$ cat src/rtl/iir_pkg.sv
// Shared constants and types for the IIR output-response compactor.
package iir_pkg;

  localparam int unsigned IIR_W      = 32;
  localparam int unsigned IIR_PERIOD = 31;

  localparam logic [IIR_W-1:0] IIR_POLY_DEFAULT = 32'h8020_0003;

  typedef enum logic {
    RUN,
    DONE
  } iir_sig_state_t;

endpackage

$ cat src/rtl/misr32.sv
// Combinational single-step MISR: shift in the feedback parity, then fold in the data word.
module misr32
  import iir_pkg::*;
(
  input  logic [IIR_W-1:0] sig,
  input  logic [IIR_W-1:0] data,
  input  logic [IIR_W-1:0] poly,
  output logic [IIR_W-1:0] sig_next
);

  logic fb;

  always_comb begin
    fb       = ^(sig & poly);
    sig_next = {sig[IIR_W-2:0], fb} ^ data;
  end

endmodule

$ cat src/rtl/iir_sig.sv
// MISR signature compactor with golden compare. Optional debug taps under IIR_SIG_DEBUG_EN
// expose the live signature and vector count.
module iir_sig
  import iir_pkg::*;
#(
  parameter int unsigned       NUM_VECTORS  = 64,
  parameter logic [IIR_W-1:0]  SEED         = 32'h0000_0000,
  parameter logic [IIR_W-1:0]  POLY         = IIR_POLY_DEFAULT,
  parameter logic [IIR_W-1:0]  GOLDEN_SIG   = 32'h0000_0000,
  parameter int unsigned       SAMPLE_CYCLE = IIR_PERIOD - 1,
  localparam int unsigned      VEC_W        = $clog2(NUM_VECTORS + 1)
) (
  input  logic             clk,
  input  logic             rst,
  input  logic [IIR_W-1:0] outData,
  output logic             done,
  output logic             pass
`ifdef IIR_SIG_DEBUG_EN
  ,
  output logic [IIR_W-1:0] sig_out,
  output logic [VEC_W-1:0] vec_out
`endif
);

  if (NUM_VECTORS < 1) begin : g_bad_num_vectors
    $error("iir_sig: NUM_VECTORS must be at least 1");
  end
  if (SAMPLE_CYCLE > 31) begin : g_bad_sample_cycle
    $error("iir_sig: SAMPLE_CYCLE must fit the 5-bit period counter");
  end

  localparam logic [4:0]       SampleCnt = 5'(SAMPLE_CYCLE);
  localparam logic [VEC_W-1:0] LastVec   = VEC_W'(NUM_VECTORS - 1);

  iir_sig_state_t   state_q;
  logic [4:0]       cnt_q;
  logic [IIR_W-1:0] sig_q;
  logic [IIR_W-1:0] sig_next;
  logic [VEC_W-1:0] vec_q;
  logic             sample;
  logic             last;

  misr32 u_misr (
    .sig     (sig_q),
    .data    (outData),
    .poly    (POLY),
    .sig_next(sig_next)
  );

  always_comb begin
    sample = (state_q == RUN) && (cnt_q == SampleCnt);
    last   = sample && (vec_q == LastVec);
  end

  // DONE is absorbing: nothing below updates once the final compare has been taken.
  always_ff @(posedge clk or negedge rst) begin
    if (!rst) begin
      state_q <= RUN;
      cnt_q   <= '0;
      sig_q   <= SEED;
      vec_q   <= '0;
      done    <= 1'b0;
      pass    <= 1'b0;
    end else if (state_q == RUN) begin
      cnt_q <= (cnt_q == SampleCnt) ? 5'd0 : cnt_q + 5'd1;
      if (sample) begin
        sig_q <= sig_next;
        vec_q <= vec_q + VEC_W'(1);
      end
      if (last) begin
        state_q <= DONE;
        done    <= 1'b1;
        pass    <= (sig_next == GOLDEN_SIG);
      end
    end
  end

`ifdef IIR_SIG_DEBUG_EN
  always_comb begin
    sig_out = sig_q;
    vec_out = vec_q;
  end
`endif

endmodule

$ cat config.mk
export PLATFORM = sky130hd
export DESIGN_NAME = iir_sig
export DESIGN_NICKNAME = d
export VERILOG_FILES = /design/src/rtl/iir_pkg.sv /design/src/rtl/misr32.sv /design/src/rtl/iir_sig.sv
export SDC_FILE = /design/constraint.sdc
export NUM_CORES = 1
export LEC_CHECK = 0
export ABC_AREA = 0
export CAP_MARGIN = 10
export CORE_MARGIN = 10
export CORE_UTILIZATION = 35
export CTS_CLUSTER_DIAMETER = 120
export DETAILED_ROUTE_END_ITERATION = 6
export PLACE_DENSITY = 0.67
export SYNTH_ARGS = -nofsm -noshare
export SYNTH_HDL_FRONTEND = slang
export SYNTH_SLANG_ARGS = --single-unit
$ cat constraint.sdc
create_clock -name clk -period 2.37 [get_ports clk]
set_input_delay 0.474 -clock clk [delete_from_list [all_inputs] [get_ports clk]]
set_output_delay 0.474 -clock clk [all_outputs]
set_load 0.1 [all_outputs]
==> out/metrics.yaml <==
cp.required_ns: 2.62
reg2reg_depth: 7
wl_mm: 4.18
grt_max_degree: 27
crit_buf_inv: 1
cts_sinks: 47
placedCellCount: 316
hpwl_mm: 3.26
die-area_um2: 9820
slew_headroom_pct: 64.6
synth_nets: 247
cp_common_cell: "or3_4"
vdd_drop_max_uv: 348
track_usage_pct: 8.90
multiInputGateArea_um2: 980
worstSetupPathType: "flip-flop to flip-flop"
yosysWarnings: 0
ctsResizeCount: 0
yosysMostFrequentCell: "dfrtp_1"
rows: 28
rsz0062_at_grt: "false"
clk-insertion-delay-late_ns: 0.30
drc: 0
antenna_left: 0
synth.avg_cell_area_um2: 10.4
wl_per_cell_um: 12.9
slowest_stage: "dfrtp_1"
cts_tree: "built"
path_cells: "inv_1 -> ha_1 -> nand2_1 -> or3_4 -> or3_4 -> nor4_2 -> a21o_1"
antenna_found_initial: 0
cts.htree.levels: 2
routabilityCongestion: 0.768
power.density_nw_per_um2: 556
syn_area_um2: 2190
first_global_vias: 1612
synth_top_area_share_pct: 53.7
total_leakage_power_nw: 1.12
setup_viol: 0
root_buffer: "clkbuf_8"
cts.clk_slew.worst_paths_ns: 0.09
synth_edf_count: 0
worstHoldPathType: "input port to asynchronous set/reset pin"
postCtsHoldBufs: 0
grt-ovfl-total: 0
ys_top_cells_by_count: "47 x dfrtp_1, 39 x xnor2_1, 34 x nor2_1, 31 x a21oi_1, 9 x nand2_1"
yosys.area.top_type: "dfrtp_1"
ioPinCount: 36
ys_seq_area_share_pct: 53.7
hold_viol_final: 0
drt-vias-per-instance: 4.74
cp.depth: 7
die_w_um: 99.1
cp-end-kind: "flip-flop"
postCtsSetupBuffers: 0
r2r_slack_ns: 0.34
r2r-end: "pass"
synth_cells: 210
max_slew.worst_pin.slew_ns: 0.531
crit_path_end: "pass"
maxCapViolCount: 0
grt_pass1_wl_mm: 7.32
fin_total_pwr_mw: 1.51
async_reset_ff_share_pct: 100
fp.dieH_um: 99.1
layout-drive-gt1-share_pct: 8.43
path_max_fanout: 5
setup.worst_path.start: "cnt_q[0]"
fmax_mhz: 494
fillerInstances: 571
fin_tns_setup_ns: 0
initialDrtViolationCount: 50
synth.distinct_cells: 26
core-area_um2: 5990
ff_latch_area_um2: 1180
nets: 285
vias: 1537
diodes: 0
area_growth_pct: 24.3
fin_worst_skew_ns: 0.00611
status: "complete, no violations"
synthTopCellsByArea: "dfrtp_1 54%, xnor2_1 16%, a21oi_1 7.1%, nor2_1 5.8%, nand4_1 2.3%"
drv_slew: 0
port_buffers: 35
cts_buffers: 5
cpPeakStageDelay_ns: 0.42
r2r_start: "cnt_q[0]"
crit_family: "simple AND/OR/NAND/NOR gates"
stdcell_count: 324
crit_arrival_ns: 2.27
ys.flop_type: "dfrtp_1"
synth_seq_cells: 47
clock_tree.buffer_depth: 2
startpoint_type: "flip-flop"
finalCriticalPeriod_ns: 2.03
period_share_pct: 85.5
dr.pass1.iters: 4
initial_core_util_pct: 36.5
## kinds of logic (layout without fill, tap and decap cells)
logic type,Yosys count,count (layout),synth area share [%]
adders and majority gates,3,3,1.71
muxes,2,2,1.03
buffers and inverters,9,48,1.89
and+or+nand+nor,68,68,15.8
xor gates and xnor gates,40,40,16.0
DFF,47,47,53.7
AOI/OAI and AO/OA,41,41,9.83
## report_power, final
part	total [mW]	internal, mW	switching, mW
clock	0.475	0.206	0.268
combinational	0.187	0.108	0.0795
sequential	0.850	0.829	0.0209
## how the worst min path moves through the flow
| stage | start | endpoint | slack (ns) | depth (start not counted) |
|---|---|---|---|---|
| 2_1_floorplan | rst | cnt_q[0] | 0.18 | 0 |
| 3_3_place_gp | done | done | 0.45 | 1 |
| 3_5_place_dp | done | done | 0.46 | 1 |
| 4_1_cts | rst | sig_q[16] | 0.16 | 1 |
| 5_1_grt | rst | sig_q[16] | 0.18 | 1 |
| 6_report | rst | sig_q[15] | 0.14 | 1 |
## layout by cell type (no fill, tap or decap), drive strengths merged, types with 3 or more instances in the layout
master	n
dfrtp	47
ha	3
xnor2	39
nand2	9
nand4	8
nand3	3
buf	7
clkdlybuf4s50	32
clkbuf	6
a21oi	31
nor2	34
o21ai	6
nand2b	3
## worst register-to-register path, cell delays in order, from the launching register on
cell	delay (ns)
dfrtp_1	0.42
inv_1	0.07
ha_1	0.16
nand2_1	0.13
or3_4	0.40
or3_4	0.41
nor4_2	0.27
a21o_1	0.11
## metrics by stage
step / area [µm²] / hold WS [ns] / util (%) / setup slack [ns]
floorplan: 2190 / 0.178 / - / 0.516
global placement: 2640 / 0.451 / 44.0 / 0.145
detailed placement: 2640 / 0.463 / 44.0 / 0.173
CTS: 2720 / 0.156 / 45.4 / 0.341
global route: 2720 / 0.176 / 45.4 / 0.255
finish: 2720 / 0.143 / 45.4 / 0.344
## cell type report
cell class	count	area share (%)
Sequential cell	47	43.2
Multi-Input combinational cell	154	36.0
Timing Repair Buffer	39	14.1
Tap cell	75	3.45
Clock buffer	6	2.67
Clock inverter	2	0.460
Inverter	1	0.138
## layer usage
metal,part of all wire (%),vias to the layer above,global-route usage [%]
li1,-,791,-
met1,47,712,11.3
met2,46,31,13.8
met3,6.0,3,3.74
met4,0.72,0,1.65
met5,0,-,0
## state kept, by name, indices dropped and copies added (netlist names)
register,flops
cnt_q,5
vec_q,7
state_q,1
done,1
sig_q,32
pass,1
Note: power is estimated with default switching activity, not from simulation.
